File: config.mk
export PLATFORM = sky130hd
export DESIGN_NAME = usb_rx_stream
export DESIGN_NICKNAME = d
export VERILOG_FILES = /design/src/rtl/usb_rx_stream.sv
export SDC_FILE = /design/constraint.sdc
export NUM_CORES = 1
export LEC_CHECK = 0
export ABC_AREA = 1
export ABC_CLOCK_PERIOD_IN_PS = 2900
export CORE_ASPECT_RATIO = 1.2
export CORE_UTILIZATION = 45
export CTS_CLUSTER_SIZE = 10
export DETAILED_ROUTE_END_ITERATION = 7
export GPL_TIMING_DRIVEN = 1
export PLACE_DENSITY = 0.74
export SLEW_MARGIN = 10
export SYNTH_ARGS = -nofsm -noshare
export SYNTH_HDL_FRONTEND = slang
export SYNTH_SLANG_ARGS = --single-unit
File: constraint.sdc
create_clock -name clk -period 2.9 [get_ports clk]
set_clock_uncertainty 0.15 [all_clocks]
set_input_delay 0.58 -clock clk [delete_from_list [all_inputs] [get_ports clk]]
set_output_delay 0.58 -clock clk [all_outputs]
set_load 0.05 [all_outputs]
File: src/rtl/usb_rx_stream.sv
// rtl/usb_rx_stream.sv - USB full-speed receiver: line sync, NRZI decode, unstuff, PID check, payload FIFO
// Optional CRC5/CRC16 residual check enabled by defining USB_RX_CRC_CHECK_EN.

module usb_rx_fifo #(
    parameter int DEPTH = 4
) (
    input  logic       clk,
    input  logic       rst,
    input  logic       push,
    input  logic [7:0] push_data,
    input  logic       pop_ready,
    output logic [7:0] head_data,
    output logic       head_valid,
    output logic       overflow
);
    localparam int AW = $clog2(DEPTH);
    localparam int CW = $clog2(DEPTH + 1);

    logic [7:0]    mem [DEPTH];
    logic [AW-1:0] wr_ptr;
    logic [AW-1:0] rd_ptr;
    logic [AW-1:0] rd_ptr_next;
    logic [CW-1:0] count;
    logic [CW-1:0] count_next;
    logic          pop;
    logic          push_ok;

    assign pop         = pop_ready && head_valid;
    assign push_ok     = push && ((count != CW'(DEPTH)) || pop);
    assign overflow    = push && (count == CW'(DEPTH)) && !pop;
    assign rd_ptr_next = pop ? rd_ptr + AW'(1) : rd_ptr;

    always_comb begin
        count_next = count;
        if (push_ok && !pop) begin
            count_next = count + CW'(1);
        end else if (!push_ok && pop) begin
            count_next = count - CW'(1);
        end
    end

    always_ff @(posedge clk) begin
        if (push_ok) begin
            mem[wr_ptr] <= push_data;
        end
    end

    // Head register bypasses the array when the byte being written becomes the new head.
    always_ff @(posedge clk or posedge rst) begin
        if (rst) begin
            wr_ptr     <= '0;
            rd_ptr     <= '0;
            count      <= '0;
            head_data  <= 8'h00;
            head_valid <= 1'b0;
        end else begin
            if (push_ok) begin
                wr_ptr <= wr_ptr + AW'(1);
            end
            rd_ptr     <= rd_ptr_next;
            count      <= count_next;
            head_valid <= (count_next != '0);
            if (push_ok && (wr_ptr == rd_ptr_next)) begin
                head_data <= push_data;
            end else begin
                head_data <= mem[rd_ptr_next];
            end
        end
    end
endmodule

`ifdef USB_RX_CRC_CHECK_EN
module usb_rx_crc (
    input  logic clk,
    input  logic rst,
    input  logic clear,
    input  logic bit_en,
    input  logic bit_val,
    input  logic use_crc16,
    output logic crc_ok
);
    logic [4:0]  crc5;
    logic [15:0] crc16;

    always_ff @(posedge clk or posedge rst) begin
        if (rst) begin
            crc5  <= 5'h1F;
            crc16 <= 16'hFFFF;
        end else if (clear) begin
            crc5  <= 5'h1F;
            crc16 <= 16'hFFFF;
        end else if (bit_en) begin
            crc5  <= {crc5[3:0], 1'b0} ^ ((bit_val ^ crc5[4]) ? 5'h05 : 5'h00);
            crc16 <= {crc16[14:0], 1'b0} ^ ((bit_val ^ crc16[15]) ? 16'h8005 : 16'h0000);
        end
    end

    assign crc_ok = use_crc16 ? (crc16 == 16'h800D) : (crc5 == 5'h0C);
endmodule
`endif

module usb_rx_stream #(
    parameter int CLK_PER_BIT = 8,
    parameter int FIFO_DEPTH  = 4,
    parameter int MAX_BYTES   = 64
) (
    input  logic                           clk,
    input  logic                           rst,
    input  logic                           d_plus,
    input  logic                           d_minus,
    output logic [7:0]                     rx_data,
    output logic                           rx_data_valid,
    input  logic                           rx_data_ready,
    output logic [3:0]                     rx_pid,
    output logic                           rx_pid_valid,
    output logic                           rx_done,
    output logic [2:0]                     rx_status,
    output logic [$clog2(MAX_BYTES+1)-1:0] rx_byte_count
);
    localparam int HALF = CLK_PER_BIT / 2;
    localparam int TW   = $clog2(CLK_PER_BIT);
    localparam int BCW  = $clog2(MAX_BYTES + 1);

    localparam logic [2:0] ST_OK    = 3'd0;
    localparam logic [2:0] ST_PID   = 3'd1;
    localparam logic [2:0] ST_STUFF = 3'd2;
    localparam logic [2:0] ST_LEN   = 3'd3;
    localparam logic [2:0] ST_OVF   = 3'd4;
    localparam logic [2:0] ST_CRC   = 3'd5;
    localparam logic [2:0] ST_EOP   = 3'd6;

    typedef enum logic [2:0] {S_IDLE, S_SYNC, S_PID, S_DATA, S_EOP, S_ERR} state_t;

    state_t         state;
    state_t         state_next;
    logic           dp_meta, dp_s, dp_prev, dm_meta, dm_s;
    logic [TW-1:0]  tmr;
    logic           dp_edge, smp, line_se0, line_j, nrzi_bit, k_start;
    logic           stuff_slot, bit_evt, stuff_err, byte_done, pid_good;
    logic [7:0]     byte_val;
    logic [6:0]     shift_q;
    logic [2:0]     bit_cnt;
    logic [2:0]     ones_cnt;
    logic           prev_level;
    logic [2:0]     status_q;
    logic [BCW-1:0] byte_count;
    logic [2:0]     j_cnt;
    logic           se0_seen;
    logic           suppress;
    logic           push, err_set, done_evt, pid_accept, sync_start, sync_fail;
    logic [2:0]     err_code;
    logic           len_err, fifo_ovf, crc_fail;
    logic [2:0]     final_status;

    always_ff @(posedge clk or posedge rst) begin
        if (rst) begin
            dp_meta <= 1'b1;
            dp_s    <= 1'b1;
            dp_prev <= 1'b1;
            dm_meta <= 1'b0;
            dm_s    <= 1'b0;
            tmr     <= '0;
        end else begin
            dp_meta <= d_plus;
            dp_s    <= dp_meta;
            dp_prev <= dp_s;
            dm_meta <= d_minus;
            dm_s    <= dm_meta;
            if (dp_edge || (tmr == TW'(CLK_PER_BIT - 1))) begin
                tmr <= '0;
            end else begin
                tmr <= tmr + TW'(1);
            end
        end
    end

    assign dp_edge    = dp_s != dp_prev;
    assign smp        = !dp_edge && (tmr == TW'(HALF - 1));
    assign line_se0   = !dp_s && !dm_s;
    assign line_j     = dp_s && !dm_s;
    assign nrzi_bit   = dp_s == prev_level;
    assign k_start    = (state == S_IDLE) && dp_edge && !dp_s && dm_s;
    assign stuff_slot = (ones_cnt == 3'd6) && ((state == S_PID) || (state == S_DATA));
    assign bit_evt    = smp && !line_se0 && !stuff_slot &&
                        ((state == S_SYNC) || (state == S_PID) || (state == S_DATA));
    assign stuff_err  = smp && !line_se0 && stuff_slot && nrzi_bit;
    assign byte_done  = bit_evt && (bit_cnt == 3'd7);
    assign byte_val   = {nrzi_bit, shift_q};
    assign pid_good   = byte_val[7:4] == ~byte_val[3:0];

    always_ff @(posedge clk or posedge rst) begin
        if (rst) begin
            state <= S_IDLE;
        end else begin
            state <= state_next;
        end
    end

    always_comb begin
        state_next = state;
        case (state)
            S_IDLE: if (k_start) state_next = S_SYNC;
            S_SYNC: if (smp) begin
                if (line_se0) state_next = S_ERR;
                else if (byte_done) state_next = (byte_val == 8'h80) ? S_PID : S_ERR;
            end
            S_PID: if (smp) begin
                if (line_se0) state_next = S_EOP;
                else if (stuff_err) state_next = S_ERR;
                else if (byte_done) state_next = pid_good ? S_DATA : S_ERR;
            end
            S_DATA: if (smp) begin
                if (line_se0) state_next = S_EOP;
                else if (stuff_err) state_next = S_ERR;
            end
            S_EOP: if (smp && !line_se0) state_next = line_j ? S_IDLE : S_ERR;
            S_ERR: if (smp && line_j && (se0_seen || (j_cnt == 3'd7))) state_next = S_IDLE;
            default: state_next = S_IDLE;
        endcase
    end

    always_comb begin
        push       = 1'b0;
        err_set    = 1'b0;
        err_code   = ST_OK;
        done_evt   = 1'b0;
        pid_accept = 1'b0;
        sync_start = 1'b0;
        sync_fail  = 1'b0;
        case (state)
            S_IDLE: sync_start = k_start;
            S_SYNC: sync_fail = smp && (line_se0 || (byte_done && (byte_val != 8'h80)));
            S_PID: if (smp) begin
                if (line_se0) begin
                    err_set  = 1'b1;
                    err_code = ST_PID;
                end else if (stuff_err) begin
                    err_set  = 1'b1;
                    err_code = ST_STUFF;
                end else if (byte_done) begin
                    pid_accept = pid_good;
                    err_set    = !pid_good;
                    err_code   = ST_PID;
                end
            end
            S_DATA: if (smp) begin
                if (line_se0) begin
                    err_set  = (bit_cnt != 3'd0);
                    err_code = ST_EOP;
                end else if (stuff_err) begin
                    err_set  = 1'b1;
                    err_code = ST_STUFF;
                end else if (byte_done) begin
                    push = 1'b1;
                end
            end
            S_EOP: if (smp && !line_se0) begin
                done_evt = line_j;
                err_set  = !line_j;
                err_code = ST_EOP;
            end
            S_ERR: done_evt = smp && line_j && (se0_seen || (j_cnt == 3'd7));
            default: ;
        endcase
    end

    assign len_err      = push && (byte_count == BCW'(MAX_BYTES));
    assign final_status = (status_q != ST_OK) ? status_q : (crc_fail ? ST_CRC : ST_OK);

    usb_rx_fifo #(.DEPTH(FIFO_DEPTH)) u_fifo (
        .clk        (clk),
        .rst        (rst),
        .push       (push && !len_err),
        .push_data  (byte_val),
        .pop_ready  (rx_data_ready),
        .head_data  (rx_data),
        .head_valid (rx_data_valid),
        .overflow   (fifo_ovf)
    );

`ifdef USB_RX_CRC_CHECK_EN
    logic crc_en_q, crc16_q, crc_ok;

    always_ff @(posedge clk or posedge rst) begin
        if (rst) begin
            crc_en_q <= 1'b0;
            crc16_q  <= 1'b0;
        end else if (sync_start) begin
            crc_en_q <= 1'b0;
            crc16_q  <= 1'b0;
        end else if (pid_accept) begin
            crc_en_q <= (byte_val[1:0] == 2'b01) || (byte_val[2:0] == 3'b011);
            crc16_q  <= byte_val[2:0] == 3'b011;
        end
    end

    usb_rx_crc u_crc (
        .clk       (clk),
        .rst       (rst),
        .clear     (sync_start),
        .bit_en    (bit_evt && (state == S_DATA)),
        .bit_val   (nrzi_bit),
        .use_crc16 (crc16_q),
        .crc_ok    (crc_ok)
    );

    assign crc_fail = crc_en_q && !crc_ok;
`else
    assign crc_fail = 1'b0;
`endif

    always_ff @(posedge clk or posedge rst) begin
        if (rst) begin
            shift_q       <= '0;
            bit_cnt       <= '0;
            ones_cnt      <= '0;
            prev_level    <= 1'b1;
            status_q      <= ST_OK;
            byte_count    <= '0;
            j_cnt         <= '0;
            se0_seen      <= 1'b0;
            suppress      <= 1'b0;
            rx_pid        <= 4'h0;
            rx_pid_valid  <= 1'b0;
            rx_done       <= 1'b0;
            rx_status     <= ST_OK;
            rx_byte_count <= '0;
        end else begin
            rx_done <= done_evt && !suppress;
            if (done_evt && !suppress) begin
                rx_status     <= final_status;
                rx_byte_count <= byte_count;
            end
            if (state == S_IDLE) begin
                prev_level <= 1'b1;
            end else if (smp && !line_se0) begin
                prev_level <= dp_s;
            end
            if (sync_start) begin
                bit_cnt      <= '0;
                ones_cnt     <= '0;
                status_q     <= ST_OK;
                byte_count   <= '0;
                suppress     <= 1'b0;
                rx_pid_valid <= 1'b0;
            end
            // A stuffed slot consumes a line sample but never reaches the shifter.
            if (smp && !line_se0 && (state != S_IDLE) && (state != S_EOP) && (state != S_ERR)) begin
                if (stuff_slot) begin
                    ones_cnt <= '0;
                end else begin
                    ones_cnt <= nrzi_bit ? ((ones_cnt == 3'd6) ? 3'd6 : ones_cnt + 3'd1) : 3'd0;
                    shift_q  <= byte_val[7:1];
                    bit_cnt  <= bit_cnt + 3'd1;
                end
            end
            if (sync_fail) begin
                suppress <= 1'b1;
            end
            if (pid_accept) begin
                rx_pid       <= byte_val[3:0];
                rx_pid_valid <= 1'b1;
            end
            if (push && (byte_count != BCW'(MAX_BYTES))) begin
                byte_count <= byte_count + BCW'(1);
            end
            if (status_q == ST_OK) begin
                if (err_set) status_q <= err_code;
                else if (len_err) status_q <= ST_LEN;
                else if (fifo_ovf) status_q <= ST_OVF;
            end
            if (state != S_ERR) begin
                j_cnt    <= '0;
                se0_seen <= 1'b0;
            end else if (smp) begin
                if (line_se0) begin
                    se0_seen <= 1'b1;
                    j_cnt    <= '0;
                end else if (line_j) begin
                    j_cnt <= j_cnt + 3'd1;
                end else begin
                    se0_seen <= 1'b0;
                    j_cnt    <= '0;
                end
            end
        end
    end
endmodule

==> flow_metrics.env, run 1 <==
export IMPL_outcome="complete, but fails checks"
export IMPL_violations="DRC"
export IMPL_synth_most_common_cell="nand2_1"
export IMPL_grt_pass1_vias=3612
export IMPL_h_tree_depth=3
export IMPL_crit_fanout=8
export IMPL_grt_usage_pct=18.6
export IMPL_async_flop_share_pct=69.2
export IMPL_worst_pin_slew_ps=823
export IMPL_whs_path_depth=0
export IMPL_critPathKind="flop to flop"
export IMPL_synth_top_cell_area_share_pct=34.3
export IMPL_ys_ff_latch=104
export IMPL_holdBufCountCts=0
export IMPL_max_freq_mhz=387
export IMPL_overflow=0
export IMPL_yosys_top_cells_area="dfrtp_1 (34%), edfxtp_1 (19%), nand2_1 (9.5%), ha_1 (4.8%), inv_1 (4.3%)"
export IMPL_relSlewSlack_pct=45.0
export IMPL_initial_core_util_pct=46.8
export IMPL_cp_start_kind="flop"
export IMPL_core_area_sq_um=10600
export IMPL_fin_tns_setup_ps=0
export IMPL_wl_mm=9.75
export IMPL_grt_pass1_wl_mm=16.7
export IMPL_diodes=0
export IMPL_reg2reg_depth=9
export IMPL_maxSlewViolCount=0
export IMPL_grt_max_degree=73
export IMPL_ys_flop_type="dfrtp_1"
export IMPL_vias=3634
export IMPL_fin_crit_sh_pct=89.0
export IMPL_layout_drive_gt1_share_pct=12.0
export IMPL_synth_distinct_cells=38
export IMPL_dp_final_hpwl_mm=7.02
export IMPL_yosys_top_cells_count="nand2_1 (126), dfrtp_1 (68), inv_1 (57)"
export IMPL_ir_drop_v=0.000352
export IMPL_wl_per_cell_um=13.8
export IMPL_cp_arrival_ps=2400
export IMPL_setup_viol=0
export IMPL_route_detailed_drc=2
export IMPL_cts_buffers=9
export IMPL_cts_buffer_depth=2
export IMPL_post_cts_resized=0
export IMPL_cts_root_buf="clkbuf_16"
export IMPL_postRouteAntennaNets=0
export IMPL_fin_nets=594
export IMPL_cts_sinks=104
export IMPL_holdWs_ps=198
export IMPL_antenna_found_initial=0
export IMPL_cts_setup_buffers=0
export IMPL_cp_data_required_time_ps=2720
export IMPL_hold_end="dm_s"
export IMPL_rr_startpoint="ones_cnt[0]"
export IMPL_dieArea_sq_um=11500
export IMPL_fillCellCount=895
export IMPL_fin_cells=704
export IMPL_dieHeight_um=117
export IMPL_worst_setup_path_end_kind="flop"
export IMPL_min_from="dm_meta"
export IMPL_fin_crit_ps=2580
export IMPL_syn_to_final_growth_pct=16.4
export IMPL_avgViaCountPerCell=5.16
export IMPL_rsz0062_at_grt="no"
export IMPL_cts_tree="yes"
export IMPL_power_leakage_nw=2.66
export IMPL_port_buffers=29
export IMPL_powerDensity_nw_per_um2=807
export IMPL_synth_edf_count=32
export IMPL_gp_congestion=0.889
export IMPL_drt_pre_antenna_iters=7
export IMPL_hold_viol=0
export IMPL_synth_seq_area_share_pct=55.7
export IMPL_io_pins=30
export IMPL_rows=41
export IMPL_synth_nets=549
export IMPL_synthCells=525
export IMPL_clkTransAtPathRegs_ps=70
export IMPL_ys_warnings_count=0
export IMPL_drtIter0Drc=230
export IMPL_rrSetupSlack_ps=320
export IMPL_die_w_um=97.9
export IMPL_max_cap_violations=0
export IMPL_min_path_type="flop to flop"
export IMPL_clkLatencyLatePin_ps=340
export IMPL_synth_area_sq_um=4960
export IMPL_synth_largest_area_cell="dfrtp_1"
export IMPL_place_inst=688
export IMPL_reg2reg_to="u_fifo.mem[1][1]"
export IMPL_syn_avg_cell_area_sq_um=9.46
-- power by group --
| part | internal, W | switching [W] |
|---|---|---|
| clock network | 0.000678 | 0.000525 |
| registers | 0.00171 | 0.000133 |
| logic | 0.000574 | 0.00105 |
| total | 0.00296 | 0.00171 |
-- per-layer routing --
metal / up-vias / GRT usage (%) / part of all wire (%)
met2: 81 / 30.9 / 50
met5: - / 0 / 0
met4: 0 / 8.89 / 2.4
met3: 19 / 4.10 / 3.9
met1: 1721 / 23.4 / 44
li1: 1813 / - / -
-- cells by family (layout without fill, tap and decap cells) --
group	Yosys count	after routing	synth area share [%]
buffers and inverters	69	119	5.42
AO/OA/AOI/OAI	74	74	8.82
adder cells (fa/ha/maj)	19	19	4.79
XOR/XNOR	10	10	1.92
flip-flops	104	104	55.7
AND/OR/NAND/NOR	249	249	23.3
-- critical path, cell delays in order, from the launching register on --
cell	delay [ps]
dfrtp_1	350
inv_1	70
ha_1	220
nand2_1	110
nor2_1	70
nor2_2	240
nand4_4	180
nor2_8	110
inv_1	70
nor2_1	630
-- stage by stage --
| stage | utilization, % | instance area, sq um | total power (W) | setup slack (ps) |
|---|---|---|---|---|
| global route | 54.4 | 5780 | 0.00497 | 140 |
| global placement | 51.6 | 5480 | 0.00343 | 262 |
| finish | 54.4 | 5780 | 0.00466 | 319 |
| detailed placement | 51.6 | 5480 | 0.00349 | 168 |
| floorplan | - | 4960 | 0.00306 | 352 |
| CTS | 54.4 | 5780 | 0.00471 | 267 |
-- state kept, by name (all words and copies together), names as in the netlist, 2 cells and up --
name / count
rx_status: 3
u_fifo.rd_ptr: 2
u_fifo.wr_ptr: 2
j_cnt: 3
shift_q: 7
rx_byte_count: 7
ones_cnt: 3
rx_pid: 4
u_fifo.head_data: 8
bit_cnt: 3
status_q: 3
u_fifo.count: 3
state: 3
byte_count: 7
tmr: 3
u_fifo.mem: 32
-- how the worst max path moves through the flow --
stage,from,to
4_1_cts,ones_cnt[0],u_fifo.mem[1][1]
2_1_floorplan,rst,bit_cnt[0]
3_5_place_dp,rx_data_ready,u_fifo.mem[1][0]
6_report,ones_cnt[0],u_fifo.mem[1][1]
5_1_grt,ones_cnt[0],u_fifo.mem[2][1]
3_3_place_gp,rx_data_ready,u_fifo.mem[1][1]
-- cell usage in the layout (no fill, tap or decap), drive strengths merged, types with 2 or more instances in the layout --
master,Yosys,layout
o21a,2,2
ha,19,19
clkdlybuf4s50,0,29
edfxtp,32,32
nor2,58,58
dfstp,4,4
clkbuf,4,11
nand3,34,34
nand3b,2,2
inv,61,63
a21oi,12,12
buf,3,12
nor3,7,7
nand4,9,9
dfrtp,68,68
or2,8,8
o22ai,11,11
nand2,131,131
o21ai,43,43
xor2,9,9
clkinv,1,2
-- final cells by class --
cell class | instances | area [sq um] | area share (%)
clock inverters | 5 | 63.8 | 1.10
repair buffers | 41 | 393 | 6.80
flip-flops and latches | 104 | 2770 | 47.9
clock buffers | 11 | 233 | 4.03
inverters | 62 | 233 | 4.03
well taps | 129 | 161 | 2.79
multi-input cells | 352 | 1930 | 33.4
(Power assumes the default switching activity.)
==> run 2: changes to the inputs <==
- ABC_CLOCK_PERIOD_IN_PS: 2900 -> 2370
- PLACE_DENSITY: 0.74 -> 0.77
- clock period: 2.9 -> 2.37 ns (I/O delays scaled with it)
==> run 2 against run 1 <==
  * Non-clock buffer count is 6 higher
  * Global-route usage is 0.48 points higher
  * Sequential share of layout area is 0.63 points lower
  * Wire length is 2.9% higher
  * Final cell count is 0.85% higher
  * Highest routed layer unchanged
  * The run still ends with DRC left
==> flow_metrics.env, run 2 (synthesized netlist as in run 1, its figures left out) <==
export IMPL_power_leakage_nw=2.69
export IMPL_min_from="dm_meta"
export IMPL_p_int_w=0.00357
export IMPL_relSlewSlack_pct=63.1
export IMPL_largest_reg_flops=32
export IMPL_dp_final_hpwl_mm=7.30
export IMPL_critPathKind="flop to flop"
export IMPL_final_cell_mix="nand2_1 (126), dfrtp_1 (68), inv_1 (56), nor2_1 (51), o21ai_0 (34)"
export IMPL_avgViaCountPerCell=5.21
export IMPL_startpoint="ones_cnt[0]"
export IMPL_hold_viol=0
export IMPL_wl_mm=10.0
export IMPL_io_pins=30
export IMPL_grt_usage_pct=19.1
export IMPL_outcome="complete, but fails checks"
export IMPL_route_detailed_drc=2
export IMPL_max_freq_mhz=456
export IMPL_fin_crit_ps=2190
export IMPL_cts_sinks=104
export IMPL_fin_crit_sh_pct=92.5
export IMPL_worst_pin_slew_ps=553
export IMPL_core_area_sq_um=10600
export IMPL_port_buffers=29
export IMPL_cts_tree="yes"
export IMPL_dieHeight_um=117
export IMPL_worst_setup_path_end_kind="flop"
export IMPL_initial_core_util_pct=46.8
export IMPL_cts_buffers=9
export IMPL_top_regs="u_fifo.mem: 32 flops, u_fifo.head_data: 8 flops"
export IMPL_drtIter0Drc=220
export IMPL_powerDensity_nw_per_um2=982
export IMPL_swShare_pct=38.0
export IMPL_holdWs_ps=209
export IMPL_comb_power_share_pct=34.9
export IMPL_wl_per_cell_um=14.1
export IMPL_ir_drop_v=0.000494
export IMPL_rr_startpoint="ones_cnt[0]"
export IMPL_diodes=0
export IMPL_maxSlewViolCount=0
export IMPL_seq_power_share_pct=39.1
export IMPL_overflow=0
export IMPL_layout_drive_gt1_share_pct=13.4
export IMPL_switching_power_w=0.00218
export IMPL_cp_start_kind="flop"
export IMPL_die_w_um=97.9
export IMPL_fin_nets=600
export IMPL_cts_buffer_depth=2
export IMPL_grt_max_degree=64
export IMPL_grt_pass1_vias=3679
export IMPL_setup_viol=0
export IMPL_violations="DRC"
export IMPL_clkTransAtPathRegs_ps=70
export IMPL_cp_arrival_ps=2100
export IMPL_layout_commonest_cell="nand2_1"
export IMPL_crit_fanout=8
export IMPL_rows=41
export IMPL_rsz0062_at_grt="no"
export IMPL_clkLatencyLatePin_ps=350
export IMPL_max_cap_violations=0
export IMPL_cp_data_required_time_ps=2280
export IMPL_syn_to_final_growth_pct=18.0
export IMPL_min_path_type="flop to flop"
export IMPL_top_register="u_fifo.mem"
export IMPL_holdBufCountCts=0
export IMPL_dieArea_sq_um=11500
export IMPL_drt_pre_antenna_iters=6
export IMPL_clkPwrFrac_pct=26.0
export IMPL_cts_root_buf="clkbuf_16"
export IMPL_gp_congestion=0.896
export IMPL_h_tree_depth=3
export IMPL_fin_tns_setup_ps=0
export IMPL_vias=3696
export IMPL_grt_pass1_wl_mm=17.0
export IMPL_antenna_found_initial=0
export IMPL_postRouteAntennaNets=0
==> run 2: cell types whose count changed in the layout (fill, tap and decap cells not counted), sizes merged <==
| cell | previous run | this run |
|---|---|---|
| clkbuf | 11 | 9 |
| buf | 12 | 18 |
| clkinv | 2 | 4 |
| bufinv | 1 | 0 |
| clkinvlp | 1 | 2 |
==> run 2: power by group through the flow <==
stage          Clock (W)  Combinational (W)  Sequential, W
3_3_place_gp           0            0.00191        0.00228
6_report         0.00150            0.00201        0.00225
3_5_place_dp           0            0.00198        0.00229
2_1_floorplan          0            0.00124        0.00250
4_1_cts          0.00153            0.00201        0.00225
5_1_grt          0.00161            0.00224        0.00228
==> run 2: stage by stage <==
stage / utilization (%) / instance area [sq um] / total power, W / setup slack [ps] / std cells
finish: 55.2 / 5860 / 0.00575 / 177 / 710
global route: 55.2 / 5860 / 0.00613 / 0.222 / 710
CTS: 55.1 / 5850 / 0.00579 / 171 / 710
detailed placement: 52.2 / 5540 / 0.00427 / -14.3 / 694
global placement: 52.2 / 5540 / 0.00419 / 44.6 / 694
floorplan: - / 4970 / 0.00374 / 42.1 / 525
==> run 2: cell type report <==
type | instances | area, sq um
Timing Repair Buffer | 47 | 450
Inverter | 62 | 236
Multi-Input combinational cell | 352 | 1930
Fill cell | 885 | 4760
Clock buffer | 9 | 225
Clock inverter | 7 | 85.1
Sequential cell | 104 | 2770
Tap cell | 129 | 161
==> run 2: what timing repair did <==
item,4_1_cts,5_1_grt
resized for setup,0,2
buffers inserted,0,0
endpoints found under the setup margin,0,3
==> run 2: final timing paths <==
check | end | slack [ps] | cells after the start
setup / recovery | u_fifo.mem[1][3] | 180 | 10
hold / removal | dm_s | 210 | 0
setup reg to reg | u_fifo.mem[1][3] | 180 | 10
hold reg to reg | dm_s | 210 | 0
max in group asynchronous | dp_prev | 1170 | 3
min in group asynchronous | u_fifo.head_data[0] | 250 | 2
==> run 2: worst max-delay path, stage by stage (launching register included) <==
cell,delay (ps)
dfrtp_1,350
inv_1,80
ha_1,230
nand2_1,120
nor2_1,80
nor2_2,200
nand4_4,160
nor2_8,140
inv_1,80
nor2_1,110
buf_4,190
==> run 2: per-layer routing <==
metal,up-vias,global-route usage [%],wire length [um]
met3,14,3.33,316
met5,-,0,0
li1,1823,-,-
met4,0,10.8,242
met2,74,33.0,5160
met1,1785,22.9,4310
